### config.mk
export PLATFORM = sky130hd
export DESIGN_NAME = rx_queue_flat
export DESIGN_NICKNAME = d
export VERILOG_FILES = /design/src/rtl/rx_queue_if.sv /design/src/rtl/rx_queue.sv /design/src/flat_wrapper.sv
export SDC_FILE = /design/constraint.sdc
export NUM_CORES = 1
export LEC_CHECK = 0
export ABC_AREA = 1
export CORE_UTILIZATION = 25
export DETAILED_ROUTE_END_ITERATION = 8
export PLACE_DENSITY = 0.43
export SYNTH_ARGS = -nofsm -noshare
export SYNTH_HDL_FRONTEND = slang
export SYNTH_SLANG_ARGS = --single-unit
### constraint.sdc
create_clock -name clk -period 3.2 [get_ports clk]
set_clock_uncertainty 0.1 [all_clocks]
set_input_delay 0.64 -clock clk [delete_from_list [all_inputs] [get_ports clk]]
set_output_delay 0.64 -clock clk [all_outputs]
set_load 0.05 [all_outputs]
### src/rtl/rx_queue_if.sv
// Receive-queue bundle: serial-receiver side (rx_*), consumer side (num_*),
// and status/control. The slave modport is the queue, the master is its environment.
interface rx_queue_if #(
    parameter int WIDTH  = 8,
    parameter int ADDR_W = 3
);
    logic              rx_stop;
    logic [WIDTH-1:0]  rx_data;
    logic              rx_en;
    logic [WIDTH-1:0]  number;
    logic              num_valid;
    logic              num_ready;
    logic [ADDR_W:0]   level;
    logic              overflow;
    logic              ovf_clr;

    // Handshake: a word leaves the queue on every rising clk edge where
    // num_valid & num_ready are both high; number is valid (and non-zero-forced)
    // only while num_valid is high, and num_valid never depends on num_ready.
    modport slave (
        input  rx_stop, rx_data, num_ready, ovf_clr,
        output rx_en, number, num_valid, level, overflow
    );

    modport master (
        output rx_stop, rx_data, num_ready, ovf_clr,
        input  rx_en, number, num_valid, level, overflow
    );
endinterface

### src/rtl/rx_queue.sv
// First-word-fall-through byte queue between the UART receiver and the decoder.
// Optional feature macro: RXQ_FILTER_EN (discard words equal to FILTER_CODE).
module rx_queue #(
    parameter int              WIDTH       = 8,
    parameter int              ADDR_W      = 3,
    parameter logic [7:0]      FILTER_CODE = 8'h0A
) (
    input  logic      clk,
    input  logic      rst,
    rx_queue_if.slave q
);
    localparam int                DEPTH   = 1 << ADDR_W;
    localparam logic [ADDR_W:0]   DEPTH_L = (ADDR_W + 1)'(DEPTH);
    localparam logic [WIDTH-1:0]  FILT    = WIDTH'(FILTER_CODE);

    logic [WIDTH-1:0]  mem [DEPTH];
    logic [ADDR_W-1:0] wr_ptr;
    logic [ADDR_W-1:0] rd_ptr;
    logic [ADDR_W:0]   level;
    logic              stop_d;
    logic              overflow;

    logic push_req;
    logic filtered;
    logic full;
    logic num_valid;
    logic pop;
    logic push_ok;
    logic ovf_set;

    assign push_req = q.rx_stop & ~stop_d;

`ifdef RXQ_FILTER_EN
    assign filtered = (q.rx_data == FILT);
`else
    logic unused_filter;
    assign unused_filter = ^FILT;
    assign filtered      = 1'b0;
`endif

    assign full      = (level == DEPTH_L);
    assign num_valid = (level != '0);
    assign pop       = num_valid & q.num_ready;
    // A pop in the same cycle frees a slot, so a push into a full queue survives.
    assign push_ok   = push_req & ~filtered & (~full | pop);
    assign ovf_set   = push_req & ~filtered & full & ~pop;

    always_ff @(posedge clk or negedge rst) begin
        if (!rst) begin
            stop_d   <= 1'b1;
            wr_ptr   <= '0;
            rd_ptr   <= '0;
            level    <= '0;
            overflow <= 1'b0;
        end else begin
            stop_d <= q.rx_stop;
            if (push_ok) wr_ptr <= wr_ptr + 1'b1;
            if (pop)     rd_ptr <= rd_ptr + 1'b1;
            if (push_ok && !pop)      level <= level + 1'b1;
            else if (pop && !push_ok) level <= level - 1'b1;
            if (ovf_set)        overflow <= 1'b1;
            else if (q.ovf_clr) overflow <= 1'b0;
        end
    end

    // Storage is deliberately not reset; number is gated by num_valid instead.
    always_ff @(posedge clk) begin
        if (push_ok) mem[wr_ptr] <= q.rx_data;
    end

    assign q.number    = num_valid ? mem[rd_ptr] : '0;
    assign q.num_valid = num_valid;
    assign q.rx_en     = ~full;
    assign q.level     = level;
    assign q.overflow  = overflow;
endmodule

### src/flat_wrapper.sv
// flat-port wrapper written by rule: the top's interface ports become plain ports
module rx_queue_flat 
#(
    parameter int              WIDTH       = 8,
    parameter int              ADDR_W      = 3,
    parameter logic [7:0]      FILTER_CODE = 8'h0A
)
  (clk, rst, q_rx_stop, q_rx_data, q_num_ready, q_ovf_clr, q_rx_en, q_number, q_num_valid, q_level, q_overflow);
  rx_queue_if #(.WIDTH(WIDTH), .ADDR_W(ADDR_W)) q_i ();
  input  logic clk;
  input  logic rst;
  input wire logic [$bits(q_i.rx_stop)-1:0] q_rx_stop;
  input wire logic [$bits(q_i.rx_data)-1:0] q_rx_data;
  input wire logic [$bits(q_i.num_ready)-1:0] q_num_ready;
  input wire logic [$bits(q_i.ovf_clr)-1:0] q_ovf_clr;
  output wire logic [$bits(q_i.rx_en)-1:0] q_rx_en;
  output wire logic [$bits(q_i.number)-1:0] q_number;
  output wire logic [$bits(q_i.num_valid)-1:0] q_num_valid;
  output wire logic [$bits(q_i.level)-1:0] q_level;
  output wire logic [$bits(q_i.overflow)-1:0] q_overflow;
  assign q_i.rx_stop = q_rx_stop;
  assign q_i.rx_data = q_rx_data;
  assign q_i.num_ready = q_num_ready;
  assign q_i.ovf_clr = q_ovf_clr;
  assign q_rx_en = q_i.rx_en;
  assign q_number = q_i.number;
  assign q_num_valid = q_i.num_valid;
  assign q_level = q_i.level;
  assign q_overflow = q_i.overflow;
  rx_queue #(.WIDTH(WIDTH), .ADDR_W(ADDR_W), .FILTER_CODE(FILTER_CODE)) u_core (.clk(clk), .rst(rst), .q(q_i));
endmodule
# Word-level counts from Yosys, hierarchy flattened

Memories as Yosys holds them, arrays and structs flattened.
Cells that the tools add are included.
W data, S select, Z words.

RAM bits: 64
Memory bits (read-only): 0
Bits in latches: 0
Memories: 1
Bits in registers: 12

Memories:

| name       | depth | width | read ports | clocked after Yosys merged registers in | write ports | line           | text |
|---|---|---|---|---|---|---|---|
| u_core.mem | 8     | 8     | 1          | 0                                       | 1           | rx_queue.sv:16 | `logic [WIDTH-1:0] mem [DEPTH];` |

Reductions and logical operators: 7
Order comparisons: 0
Shift operators: 0
$mul: 0
Eq/ne operators: 1
Div/mod/pow operators: 0
Multiplexer cells: 7
Add/subtract/negate cells: 4
Bitwise operators: 9

Operators by type and width:

| cell                  | count |
|---|---|
| $mux W4               | 2 |
| $mux W8               | 1 |
| $add A3 B1 Y3 const B | 2 |
| $and A1 B1 Y1         | 5 |
| $add A4 B1 Y4 const B | 1 |
| $eq A4 B4 Y1 const B  | 1 |
| $mux W1               | 4 |
| $reduce_bool A2 Y1    | 2 |
| $reduce_bool A4 Y1    | 1 |
| $sub A4 B1 Y4 const B | 1 |
| $not A1 Y1            | 3 |
| $logic_and A1 B1 Y1   | 2 |
| $logic_not A1 Y1      | 2 |
| $or A1 B1 Y1          | 1 |

# Logic depth before layout (Yosys ltp)

Depth after elaboration: 8
Mapped depth: 13
Gate-level depth less buffers: 13

# Worst setup path after synthesis

OpenSTA, ideal clock, no wires.

Path type: register to output
Start: register u_core.level[3] (netlist: u_core.q.level[3])
End: output port q_number[0]
Cell stages (with the launch flop): 5
Path buffers: 0
Arrival: 1.885 ns
Setup slack: 0.575 ns
Required time: 2.460 ns
Cell sequence: dfrtp_1 -> inv_1 -> nand3_4 -> nand2_1 -> nor2_1

Word-level cells in the longest chain between the ends: 2

RTL lines:

| item                     | line               | text |
|---|---|---|
| start: declaration       | rx_queue.sv:19     | `logic [ADDR_W:0] level;` |
| start signal: assignment | rx_queue.sv:59     | `if (push_ok && !pop) level <= level + 1'b1;` |
| start signal: assignment | rx_queue.sv:60     | `else if (pop && !push_ok) level <= level - 1'b1;` |
| $reduce_bool A4 Y1       | rx_queue.sv:42     | `assign num_valid = (level != '0);` |
| via q_num_valid          | flat_wrapper.sv:18 | `output wire logic [$bits(q_i.num_valid)-1:0] q_num_valid;` |
| $mux W8                  | rx_queue.sv:71     | `assign q.number = num_valid ? mem[rd_ptr] : '0;` |
| end: declaration         | flat_wrapper.sv:17 | `output wire logic [$bits(q_i.number)-1:0] q_number;` |

The timed path passes the listed nets, and every way through them passes these cells.

# Worst setup path after layout

Start: register u_core.level[3] (netlist: u_core.q.level[3])
End: output port q_num_valid

Word-level cells in the longest chain between the ends: 1

RTL lines:

| item               | line |
|---|---|
| $reduce_bool A4 Y1 | rx_queue.sv:42 |
| end: declaration   | flat_wrapper.sv:18 |

Every way passes these cells.

==> summary.md <==
| Metric | Value |
|---|---|
| Status | finished, final reports clean |
| Leading cell type in the layout, fill and taps excluded | nand2_1 |
| Chip Height | 122 um |
| Total negative slack | 0 ns |
| CTS Hold Bufs | 0 |
| Post-synthesis sequential area ratio | 0.617 |
| Syn Nets | between 300 and 400 |
| H-tree levels | 3 |
| Iter 0 DRT Violations | about 110 |
| # DRC | 0 |
| CP Class | flip-flop to output port |
| Crit path DAT | between 1.5 and 2 ns |
| Largest stage delay, worst path | between 0.8 and 0.9 ns |
| Final GP Congestion | between 0.7 and 0.8 |
| Max Cap Viol | 0 |
| CP max FO | 10 |
| Fin util | 0.316 |
| Die area | 0.0149 mm^2 |
| Register area | roughly 0.0022 mm^2 |
| GRT Util Overall | 0.112 |
| Final hold viol count | 0 |
| Count of pins over their slew limit | 0 |
| Die width | roughly 120 um |
| First-pass GRT wire length | about 12,000 um |
| Finished Layout Cells | between 500 and 600 |
| Mean Syn Cell Area | roughly 10 um^2 |
| Pin count of the biggest net entering global routing | 34 |
| Worst path bufs/invs | 2 |
| Final setup viols | 0 |
| CTS Sinks | 76 |
| Unique cell type count in the Yosys netlist | 25 |
| Placed Area | 0.00415 mm^2 |
| Post-Syn Instances | about 370 |
| Initial Util | 0.258 |
| Wire per inst | about 13 um |
| CTS tree | yes |
| Worst Path Required | roughly 2.5 ns |
| Final Cell Area | roughly 0.0044 mm^2 |
| Cts bufs inserted | 9 |
| Root Driver | clkbuf_16 |
| Worst-path clk slew | approximately 0.06 ns |
| DR vias/cell | around 4.0 |
| Leak | around 0.002 uW |
| Worst Hold Class | flip-flop to flip-flop |
| CP top delay family | buffers and inverters |
| Routed Wire Length | 7540 um |
| DRT Pass-1 Iters | 4 |
| IO Port Bufs | 27 |
| Hpwl dp | 4650 um |
| Multi-input logic area | slightly below 0.001 mm^2 |
| Final Critical Period | ~2.7 ns |
| Post-DRT Antenna Nets | 0 |
| Clk Latency, worst-skew pair | between 0.3 and 0.4 ns |
| N_diodes | 0 |
| Area growth syn-to-layout | 22.5% |
| Synth Cell Area | 0.00360 mm^2 |
| Commonest cells after routing, fill and taps aside | nand2_1, inv_1, edfxtp_1 |
| Slew HR | 0.459 |
| Yosys reg bits | 76 |
| Net count, final | 420 |
| Power Density | ~990 mW/mm^2 |
| Max frequency | between 0.3 and 0.4 GHz |
| Unrepaired setup endpoints after global routing | false |
| Period utilisation layout | 0.855 |
| Postcts setup bufs | 0 |
| Crit start category | flip-flop |
| CTS max path bufs | 2 |
| Core area | around 0.014 mm^2 |
| Worst path slowest cell | clkdlybuf4s50_1 |
| GR Overflow Total | 0 |
| Layout cells sized above 1 | 0.108 |
| CP endpoint kind | output port |
| Worst path cell trace | inv_1, nand3_4, clkdlybuf4s50_1 |
| Post-CTS sizing | 0 |
| Synth warn | 0 |
| Peak VDD IR | around 270 uV |
| Inst Count DP | 570 |
| Row count | between 40 and 50 |
| Filler Cell Count | 1,466 |
| I/O pins | 28 |
| Tightest Pin Transition | 0.811 ns |
| Vias | ~2,300 |
| Vias in the first global route | 2,185 |
| Initial antenna violation count | 0 |
## state kept, by name (all words and copies together) (netlist names)
register,flops
u_core.mem,64
u_core.q.level,4
u_core.q.overflow,1
u_core.rd_ptr,3
u_core.stop_d,1
u_core.wr_ptr,3
## power by group
group / internal [uW] / switching, uW / leakage, uW
Combinational: 814 / 1260 / 0.00111
Clock: 521 / 388 / 0.000129
Sequential: 1190 / 176 / 0.000723
Total: 2520 / 1830 / 0.00196
## metal layers
layer | track usage | share of wire | vias up
li1 | - | - | 1218
met1 | 0.136 | 0.46 | 1066
met2 | 0.191 | 0.50 | 28
met3 | 0.0262 | 0.026 | 7
met4 | 0.0457 | 0.015 | 0
met5 | 0 | 0 | -
## metrics by stage
stage	worst slack, ns	hold slack (ns)	power (uW)
final	0.465	0.431	4350
after global routing	0.338	0.489	4620
after CTS	0.414	0.440	4420
after detailed placement	0.263	0.423	3500
after global placement	0.304	0.414	3490
after floorplan	0.575	0.244	2730
## layout make-up
class | count | share of cell area
Sequential cell | 76 | 0.504
Multi-Input combinational cell | 198 | 0.220
Timing Repair Buffer | 37 | 0.0964
Inverter | 79 | 0.0683
Clock buffer | 9 | 0.0510
Tap cell | 180 | 0.0510
Clock inverter | 7 | 0.00935
## worst register-to-register path, cell delays in order, from the launching register on
cell and delay, ns:
dfrtp_1 0.47, nor2_4 0.21, nand3_4 0.21, nand2_4 0.18
ha_1 0.18, inv_1 0.09, ha_1 0.32, or2_2 0.29
nand2_1 0.07, nand2_1 0.05, nand3_1 0.06, nand2_1 0.05
## Yosys cell counts, drive strengths merged
library cell | n | area [um^2]
xor2 | 1 | 16.3
dfstp | 1 | 26.3
o21ai | 4 | 23.8
nor3 | 8 | 40.0
nor2 | 20 | 85.1
ha | 5 | 62.6
a21oi | 1 | 8.76
edfxtp | 64 | 1920
nand4 | 1 | 21.3
fa | 1 | 20.0
buf | 13 | 108
xnor2 | 4 | 35.0
inv | 79 | 302
nand2 | 108 | 420
or2 | 1 | 6.26
nand3 | 44 | 233
dfrtp | 11 | 275
## final timing paths
path	cells after the start	end	start	slack, ns
max reg2reg	11	u_core.q.level[3]	u_core.q.level[0]	0.82
min in group asynchronous	1	u_core.q.level[1]	rst	0.58
max	3	q_num_valid	u_core.q.level[3]	0.47
max in group asynchronous	1	u_core.rd_ptr[0]	rst	2.04
min reg2reg	2	u_core.q.overflow	u_core.q.overflow	0.43
min	2	u_core.q.overflow	u_core.q.overflow	0.43
## kinds of logic (layout without fill, tap and decap cells)
| logic type | after synthesis | after routing | share of synthesized area |
|---|---|---|---|
| xor gates and xnor gates | 5 | 5 | 0.0142 |
| adders and majority gates | 6 | 6 | 0.0229 |
| AOI/OAI and AO/OA | 5 | 5 | 0.00902 |
| DFF | 76 | 76 | 0.617 |
| and+or+nand+nor | 182 | 182 | 0.224 |
| buffers and inverters | 92 | 132 | 0.113 |
(Power assumes the default switching activity.)
